==> config.mk <==
export PLATFORM = sky130hd
export DESIGN_NAME = multi_user_auth_gen
export DESIGN_NICKNAME = d
export VERILOG_FILES = /design/src/rtl/multi_user_auth_gen_pkg.sv /design/src/rtl/multi_user_auth_gen_user_table.sv /design/src/rtl/multi_user_auth_gen.sv
export SDC_FILE = /design/constraint.sdc
export NUM_CORES = 1
export LEC_CHECK = 0
export CAP_MARGIN = 10
export CORE_ASPECT_RATIO = 0.8
export CORE_MARGIN = 4
export CORE_UTILIZATION = 50
export DETAILED_ROUTE_END_ITERATION = 10
export PLACE_DENSITY = 0.67
export SLEW_MARGIN = 10
export SYNTH_ARGS = -nofsm -noshare
export SYNTH_HDL_FRONTEND = slang
export SYNTH_SLANG_ARGS = --single-unit
==> constraint.sdc <==
create_clock -name clk -period 4.7 [get_ports clk]
set_input_delay 0.94 -clock clk [delete_from_list [all_inputs] [get_ports clk]]
set_output_delay 0.94 -clock clk [all_outputs]
set_load 0.02 [all_outputs]
==> src/rtl/multi_user_auth_gen_pkg.sv <==
// Shared definitions for the multi-user login front end: FSM states, width
// helpers and the factory-default user table (hex digits, entry 0 = guest).
package multi_user_auth_gen_pkg;

  typedef enum logic [2:0] {
    GET_ID,
    CHECK_ID,
    GET_PW,
    CHECK_PW,
    ACTIVE,
    LOCKED
  } authStateT;

  localparam int TABLE_DEPTH = 16;

  localparam logic [0:TABLE_DEPTH-1][15:0] DEFAULT_IDS = {
    16'h0000, 16'h1111, 16'h2468, 16'h3141, 16'h4040, 16'h1234, 16'h5555, 16'h8080,
    16'h9999, 16'h1010, 16'h6543, 16'h7070, 16'h8421, 16'h3333, 16'h9012, 16'h6060
  };

  localparam logic [0:TABLE_DEPTH-1][15:0] DEFAULT_PWS = {
    16'h0000, 16'h4321, 16'h1357, 16'h5926, 16'h0404, 16'h9876, 16'h6666, 16'h1212,
    16'h0001, 16'h2020, 16'h3456, 16'h0707, 16'h1248, 16'h4444, 16'h2109, 16'h0606
  };

  function automatic int idxWidth(input int numUsers);
    return (numUsers > 1) ? $clog2(numUsers) : 1;
  endfunction

  function automatic int cntWidth(input int maxValue);
    return (maxValue > 0) ? $clog2(maxValue + 1) : 1;
  endfunction

  // Digit pos counts from the most significant digit of a stored entry.
  function automatic logic [3:0] tableDigit(input logic [15:0] entry, input int pos);
    case (pos)
      0:       return entry[15:12];
      1:       return entry[11:8];
      2:       return entry[7:4];
      3:       return entry[3:0];
      default: return 4'h0;
    endcase
  endfunction

endpackage

==> src/rtl/multi_user_auth_gen_user_table.sv <==
// Combinational user table: index in, {id, pw} out. Backed by package
// constants today so it can be replaced by a RAM without touching the FSM.
module auth_user_table
  import multi_user_auth_gen_pkg::*;
#(
  parameter int NUM_USERS = 16,
  parameter int DIGIT_W   = 4,
  parameter int ID_DIGITS = 4,
  parameter int PW_DIGITS = 4,
  localparam int IDX_W    = idxWidth(NUM_USERS)
) (
  input  logic [IDX_W-1:0]              index,
  output logic [ID_DIGITS*DIGIT_W-1:0]  userId,
  output logic [PW_DIGITS*DIGIT_W-1:0]  userPw
);

  logic [15:0] idEntry;
  logic [15:0] pwEntry;

  // Entries beyond the default table read as all-zero digits and can never
  // win the search, because the guest at index 0 is always checked first.
  always_comb begin
    idEntry = 16'h0000;
    pwEntry = 16'h0000;
    if (int'(index) < TABLE_DEPTH) begin
      idEntry = DEFAULT_IDS[4'(index)];
      pwEntry = DEFAULT_PWS[4'(index)];
    end
  end

  always_comb begin
    userId = '0;
    for (int d = 0; d < ID_DIGITS; d++) begin
      userId[(ID_DIGITS-1-d)*DIGIT_W +: DIGIT_W] = DIGIT_W'(tableDigit(idEntry, d));
    end
  end

  always_comb begin
    userPw = '0;
    for (int d = 0; d < PW_DIGITS; d++) begin
      userPw[(PW_DIGITS-1-d)*DIGIT_W +: DIGIT_W] = DIGIT_W'(tableDigit(pwEntry, d));
    end
  end

endmodule

==> src/rtl/multi_user_auth_gen.sv <==
// Login front end: collects ID/password digits, searches the user table,
// and manages sessions with failed-attempt lockout and idle timeout.
module multi_user_auth_gen
  import multi_user_auth_gen_pkg::*;
#(
  parameter int NUM_USERS      = 16,
  parameter int DIGIT_W        = 4,
  parameter int ID_DIGITS      = 4,
  parameter int PW_DIGITS      = 4,
  parameter int MAX_FAIL       = 3,
  parameter int LOCK_CYCLES    = 1000,
  parameter int TIMEOUT_CYCLES = 100000,
  localparam int IDX_W         = idxWidth(NUM_USERS)
) (
  input  logic               clk,
  input  logic               rst,
  input  logic               Game_Enter,
  input  logic [DIGIT_W-1:0] User_digit,
  input  logic               GCLogOut,
  output logic               LogIn,
  output logic               LogOut,
  output logic [IDX_W-1:0]   InternalID,
  output logic               Busy,
  output logic               Locked
);

  localparam int ID_W   = ID_DIGITS * DIGIT_W;
  localparam int PW_W   = PW_DIGITS * DIGIT_W;
  localparam int DCNT_W = cntWidth((ID_DIGITS > PW_DIGITS) ? ID_DIGITS : PW_DIGITS);
  localparam int FAIL_W = cntWidth(MAX_FAIL);
  localparam int LOCK_W = cntWidth(LOCK_CYCLES);
  localparam int IDLE_W = cntWidth(TIMEOUT_CYCLES);

  localparam logic [DCNT_W-1:0] ID_LAST    = DCNT_W'(ID_DIGITS - 1);
  localparam logic [DCNT_W-1:0] PW_LAST    = DCNT_W'(PW_DIGITS - 1);
  localparam logic [IDX_W-1:0]  SEARCH_END = IDX_W'(NUM_USERS - 1);
  localparam logic [FAIL_W-1:0] FAIL_LAST  = FAIL_W'(MAX_FAIL - 1);
  localparam logic [LOCK_W-1:0] LOCK_LAST  = LOCK_W'(LOCK_CYCLES - 1);
  localparam logic [IDLE_W-1:0] IDLE_LAST  = IDLE_W'((TIMEOUT_CYCLES == 0) ? 0 : TIMEOUT_CYCLES - 1);

  authStateT state;
  authStateT nextState;

  logic [ID_W-1:0]   idReg;
  logic [PW_W-1:0]   pwReg;
  logic [DCNT_W-1:0] digitCnt;
  logic [IDX_W-1:0]  searchIdx;
  logic [IDX_W-1:0]  userIdx;
  logic [FAIL_W-1:0] failCnt;
  logic [LOCK_W-1:0] lockTimer;
  logic [IDLE_W-1:0] idleTimer;

  logic [IDX_W-1:0]  tableIndex;
  logic [ID_W-1:0]   tableId;
  logic [PW_W-1:0]   tablePw;

  logic idMatch;
  logic pwMatch;
  logic lastSearch;
  logic entryDone;
  logic sessionEnd;
  logic failEvent;
  logic lockNow;
  logic logInNext;
  logic logOutNext;
  logic [IDX_W-1:0] internalIdNext;

  assign tableIndex = (state == CHECK_PW) ? userIdx : searchIdx;

  auth_user_table #(
    .NUM_USERS (NUM_USERS),
    .DIGIT_W   (DIGIT_W),
    .ID_DIGITS (ID_DIGITS),
    .PW_DIGITS (PW_DIGITS)
  ) userTable (
    .index  (tableIndex),
    .userId (tableId),
    .userPw (tablePw)
  );

  // Shared decode for the FSM and datapath; a failure whose count hits
  // MAX_FAIL sends the FSM to LOCKED instead of back to ID entry.
  always_comb begin
    idMatch    = tableId == idReg;
    pwMatch    = tablePw == pwReg;
    lastSearch = searchIdx == SEARCH_END;
    entryDone  = Game_Enter && (((state == GET_ID) && (digitCnt == ID_LAST)) ||
                                ((state == GET_PW) && (digitCnt == PW_LAST)));
    sessionEnd = GCLogOut || ((TIMEOUT_CYCLES != 0) && (idleTimer == IDLE_LAST));
    failEvent  = ((state == CHECK_ID) && !idMatch && lastSearch) ||
                 ((state == CHECK_PW) && !pwMatch);
    lockNow    = failEvent && (failCnt == FAIL_LAST);
  end

  always_ff @(posedge clk or negedge rst) begin
    if (!rst) begin
      state <= GET_ID;
    end else begin
      state <= nextState;
    end
  end

  always_comb begin
    nextState = state;
    case (state)
      GET_ID:   if (entryDone) nextState = CHECK_ID;
      CHECK_ID: begin
        if (idMatch) begin
          nextState = (searchIdx == '0) ? ACTIVE : GET_PW;
        end else if (lastSearch) begin
          nextState = lockNow ? LOCKED : GET_ID;
        end
      end
      GET_PW:   if (entryDone) nextState = CHECK_PW;
      CHECK_PW: begin
        if (pwMatch) nextState = ACTIVE;
        else         nextState = lockNow ? LOCKED : GET_ID;
      end
      ACTIVE:   if (sessionEnd) nextState = GET_ID;
      LOCKED:   if (lockTimer == LOCK_LAST) nextState = GET_ID;
      default:  nextState = GET_ID;
    endcase
  end

  // Session outputs are computed from the upcoming state so the registered
  // copies line up exactly with the ACTIVE window.
  always_comb begin
    Busy           = (state == CHECK_ID) || (state == CHECK_PW);
    Locked         = state == LOCKED;
    logInNext      = nextState == ACTIVE;
    logOutNext     = (state == ACTIVE) && (nextState != ACTIVE);
    internalIdNext = '0;
    if (nextState == ACTIVE) begin
      internalIdNext = (state == CHECK_PW) ? userIdx : InternalID;
    end
  end

  always_ff @(posedge clk or negedge rst) begin
    if (!rst) begin
      LogIn      <= 1'b0;
      LogOut     <= 1'b0;
      InternalID <= '0;
    end else begin
      LogIn      <= logInNext;
      LogOut     <= logOutNext;
      InternalID <= internalIdNext;
    end
  end

  always_ff @(posedge clk or negedge rst) begin
    if (!rst) begin
      idReg     <= '0;
      pwReg     <= '0;
      digitCnt  <= '0;
      searchIdx <= '0;
      userIdx   <= '0;
      failCnt   <= '0;
      lockTimer <= '0;
      idleTimer <= '0;
    end else begin
      if ((state == GET_ID) && Game_Enter) begin
        idReg <= (idReg << DIGIT_W) | ID_W'(User_digit);
      end
      if ((state == GET_PW) && Game_Enter) begin
        pwReg <= (pwReg << DIGIT_W) | PW_W'(User_digit);
      end

      if ((state == GET_ID) || (state == GET_PW)) begin
        if (Game_Enter) digitCnt <= entryDone ? '0 : digitCnt + DCNT_W'(1);
      end else begin
        digitCnt <= '0;
      end

      if ((state == CHECK_ID) && !idMatch && !lastSearch) begin
        searchIdx <= searchIdx + IDX_W'(1);
      end else begin
        searchIdx <= '0;
      end

      if ((state == CHECK_ID) && idMatch) userIdx <= searchIdx;

      if (failEvent) begin
        failCnt <= lockNow ? '0 : failCnt + FAIL_W'(1);
      end else if ((state == CHECK_PW) && pwMatch) begin
        failCnt <= '0;
      end

      if ((state == LOCKED) && (lockTimer != LOCK_LAST)) begin
        lockTimer <= lockTimer + LOCK_W'(1);
      end else begin
        lockTimer <= '0;
      end

      if (state != ACTIVE || Game_Enter) begin
        idleTimer <= '0;
      end else if (idleTimer != '1) begin
        idleTimer <= idleTimer + IDLE_W'(1);
      end
    end
  end

endmodule

==> impl_summary.log <==
INFO  metric outcome = finished clean
INFO  metric type_of_the_setup_path_with_the_least_slack = flop to flop
INFO  metric synth_enable_flop_cells = 0
INFO  metric cts_htree_levels = 3
INFO  metric num_io_pins = 16
INFO  metric max-slew-margin-rel = 32.8%
INFO  metric cts.sink_count = 81
INFO  metric path_clk_slew = 0.06 ns
INFO  metric core-area = 10400 µm²
INFO  metric ant_nets_after_route = 0
INFO  metric grt_overflow_total = 0
INFO  metric row_count = 33
INFO  metric grt_max_degree = 82
INFO  metric min_period = 4.21 ns
INFO  metric max_slew.worst_pin.slew = 1.01 ns
INFO  metric post_drt_via_cell_ratio = 6.25
INFO  metric postCtsResizedCells = 0
INFO  metric final-max-slew-violation-count = 0
INFO  metric max_freq = 238 MHz
INFO  metric max_stage_delay = 0.64 ns
INFO  metric antenna_found_initial = 0
INFO  metric netlist_top_cells_count = dfrtp_1, nor2_1, nand2_1, mux2_2
INFO  metric fin_skew = 0.00749 ns
INFO  metric synth.top_cells.by_area = dfrtp_1, mux2_2, nor2_1, ha_1, xor2_1
INFO  metric power.static_leakage = 2.55 nW
INFO  metric vdd_ir_drop_max = 168 µV
INFO  metric yosys.cell_types.count = 73
INFO  metric drtPass1Iterations = 5
INFO  metric routabilityCongestion = 1.00
INFO  metric floorplan.die_area = 12700 µm²
INFO  metric max-cap-violations = 0
INFO  metric post-dp-hpwl = 10300 µm
INFO  metric grt_pass1_vias = 4550
INFO  metric port-buffer-count = 15
INFO  metric critical_path.cell_chain = and3b_1 > and2_1 > a21o_1 > inv_1 > ha_1 > inv_1 > a211oi_1 > a21oi_1 > a21oi_1 > xor2_1 > or4_1 > o211ai_2 > a22oi_2 > nor4_1
INFO  metric cts_post_setup_buffers_inserted = 0
INFO  metric groute.usage.overall = 23.9%
INFO  metric tritoncts.num_buffers = 9
INFO  metric clock_insertion_delay_worst_skew = 0.34 ns
INFO  metric route.vias.total = 4659
INFO  metric required = 4.94 ns
INFO  metric synth_seq_area_share = 37.1%
INFO  metric critical-path-top-delay-family = compound AO/OA/AOI/OAI gates
INFO  metric drt_drc_violations_left = 0
INFO  metric initialDrtViolationCount = 524
INFO  metric synth_seq_cells = 81
INFO  metric postSynth.asyncResetShare = 100%
INFO  metric syn_nets = 619
INFO  metric detail_route.wl_per_cell = 19.5 µm
INFO  metric cts-root-buf = clkbuf_16
INFO  metric detail_route.wirelength = 14600 µm
INFO  metric fill_cells = 921
INFO  metric post-layout-total-power = 0.00147 W
INFO  metric critPathSlowestCell = or4_1
INFO  metric worstSetupEndpointType = flop
INFO  metric antenna_cells_inserted = 0
INFO  metric worst_hold_path_type = flop to flop
INFO  metric finish.instance_area = 6020 µm²
INFO  metric crit_buf_inv = 2
INFO  metric synth.top_cell.area_share = 37.1%
INFO  metric chipWidth = 125 µm
INFO  metric yosys.area.top_type = dfrtp_1
INFO  metric multi_input_comb_area = 3150 µm²
INFO  metric grt_first_pass_wirelength = 24200 µm
INFO  metric cp.arrival = 4.45 ns
INFO  metric setup_viol = 0
INFO  metric tritoncts = done
INFO  metric setup_total_negative_slack = 0 ns
INFO  metric die_y = 101 µm
INFO  metric area_of_the_mapped_netlist = 5460 µm²
INFO  metric register_area = 2030 µm²
INFO  metric floorplan.initialDensity = 52.3%
INFO  metric post_route_cells_drive_above_1_share = 12.4%
INFO  metric net_count_reported_at_finish = 622
INFO  metric syn-mean-instance-area = 9.15 µm²
INFO  metric dominantRegCellSynth = dfrtp_1
INFO  metric path_max_fanout = 16
INFO  metric timing.final.crit_share = 89.6%
INFO  metric post_synth_inst_count = 597
INFO  metric worstSetupStartpointType = flop
INFO  metric cts.path.max_buffers = 2
INFO  metric cts-hold-fix-buffers = 0
INFO  metric placed_area = 5710 µm²
INFO  metric power_density = 245 nW/µm²
INFO  metric final_report_hold_violation_count = 0
INFO  metric grt_setup_unrepaired = false
INFO  metric area_growth = 10.3%
INFO  metric most_common_cell_in_the_synthesized_netlist = dfrtp_1
INFO  metric synth-warning-count = 0
-- cell families after synthesis --
family,Yosys count,share of synthesized area [%]
simple gates,218,21.6
compound gates,136,17.6
xor+xnor,35,5.61
buf+inv,65,5.27
fa+ha+maj,14,3.21
mux,48,9.60
flops,81,37.1
-- registers in the layout, summed over array words and instances (netlist names) --
register	cells
idleTimer	17
idReg	16
pwReg	16
lockTimer	10
InternalID	4
searchIdx	4
userIdx	4
digitCnt	3
state	3
failCnt	2
LogIn	1
LogOut	1
-- power by group --
group	internal, W	switching [W]	total [W]	leakage, nW
registers	0.000704	0.0000106	0.000715	1.08
clock network	0.000430	0.000286	0.000715	0.150
logic	0.0000175	0.0000274	0.0000450	1.32
-- final cells by class --
cell class,instances,area share [%]
multi-input cells,451,52.3
clock buffers,11,4.03
repair buffers,30,4.32
flip-flops and latches,81,33.7
clock inverters,5,1.08
well taps,140,2.91
inverters,27,1.68
-- through the flow --
stage | instances | hold slack, ns | setup slack [ns] | util (%)
5_1_grt | 745 | 0.505 | 0.217 | 57.6
3_5_place_dp | 729 | 0.473 | 0.645 | 54.7
4_1_cts | 745 | 0.482 | 0.623 | 57.6
3_3_place_gp | 729 | 0.472 | 0.766 | 54.7
6_report | 745 | 0.476 | 0.490 | 57.6
2_1_floorplan | 597 | 0.446 | 0.652 | -
-- cells in the final DEF (no fill, tap or decap), types with 8 or more instances in the layout --
master           count
clkbuf_16            9
a211oi_1             9
o211ai_1             9
xnor2_1             16
mux2_2              30
nand2b_1            10
nor3_1              22
inv_1               27
a21oi_1             27
ha_1                14
buf_4               16
nand4_1             13
clkdlybuf4s50_1     14
nor4_1               9
xor2_1              19
nor2_1              53
nor2b_1              8
nand3_1             18
nand2_1             33
or3_1                9
o21ai_0             21
dfrtp_1             81
mux2i_1             13
-- worst paths after layout --
check / from / cells after the start / slack (ns) / endpoint
max in group asynchronous: rst / 1 / 3.29 / pwReg[10]
min in group asynchronous: rst / 1 / 0.75 / idleTimer[0]
worst max-delay path: state[2] / 14 / 0.49 / InternalID[1]
worst min-delay path: lockTimer[0] / 1 / 0.48 / lockTimer[0]
worst max register to register: state[2] / 14 / 0.49 / InternalID[1]
worst min register to register: lockTimer[0] / 1 / 0.48 / lockTimer[0]
-- layer usage --
layer | GRT usage (%) | part of all wire, % | up-vias
li1 | - | - | 2195
met1 | 34.8 | 47 | 2258
met2 | 36.9 | 43 | 181
met3 | 5.75 | 7.9 | 25
met4 | 4.83 | 1.5 | 0
met5 | 0 | 0 | -
(Power assumes the default switching activity.)
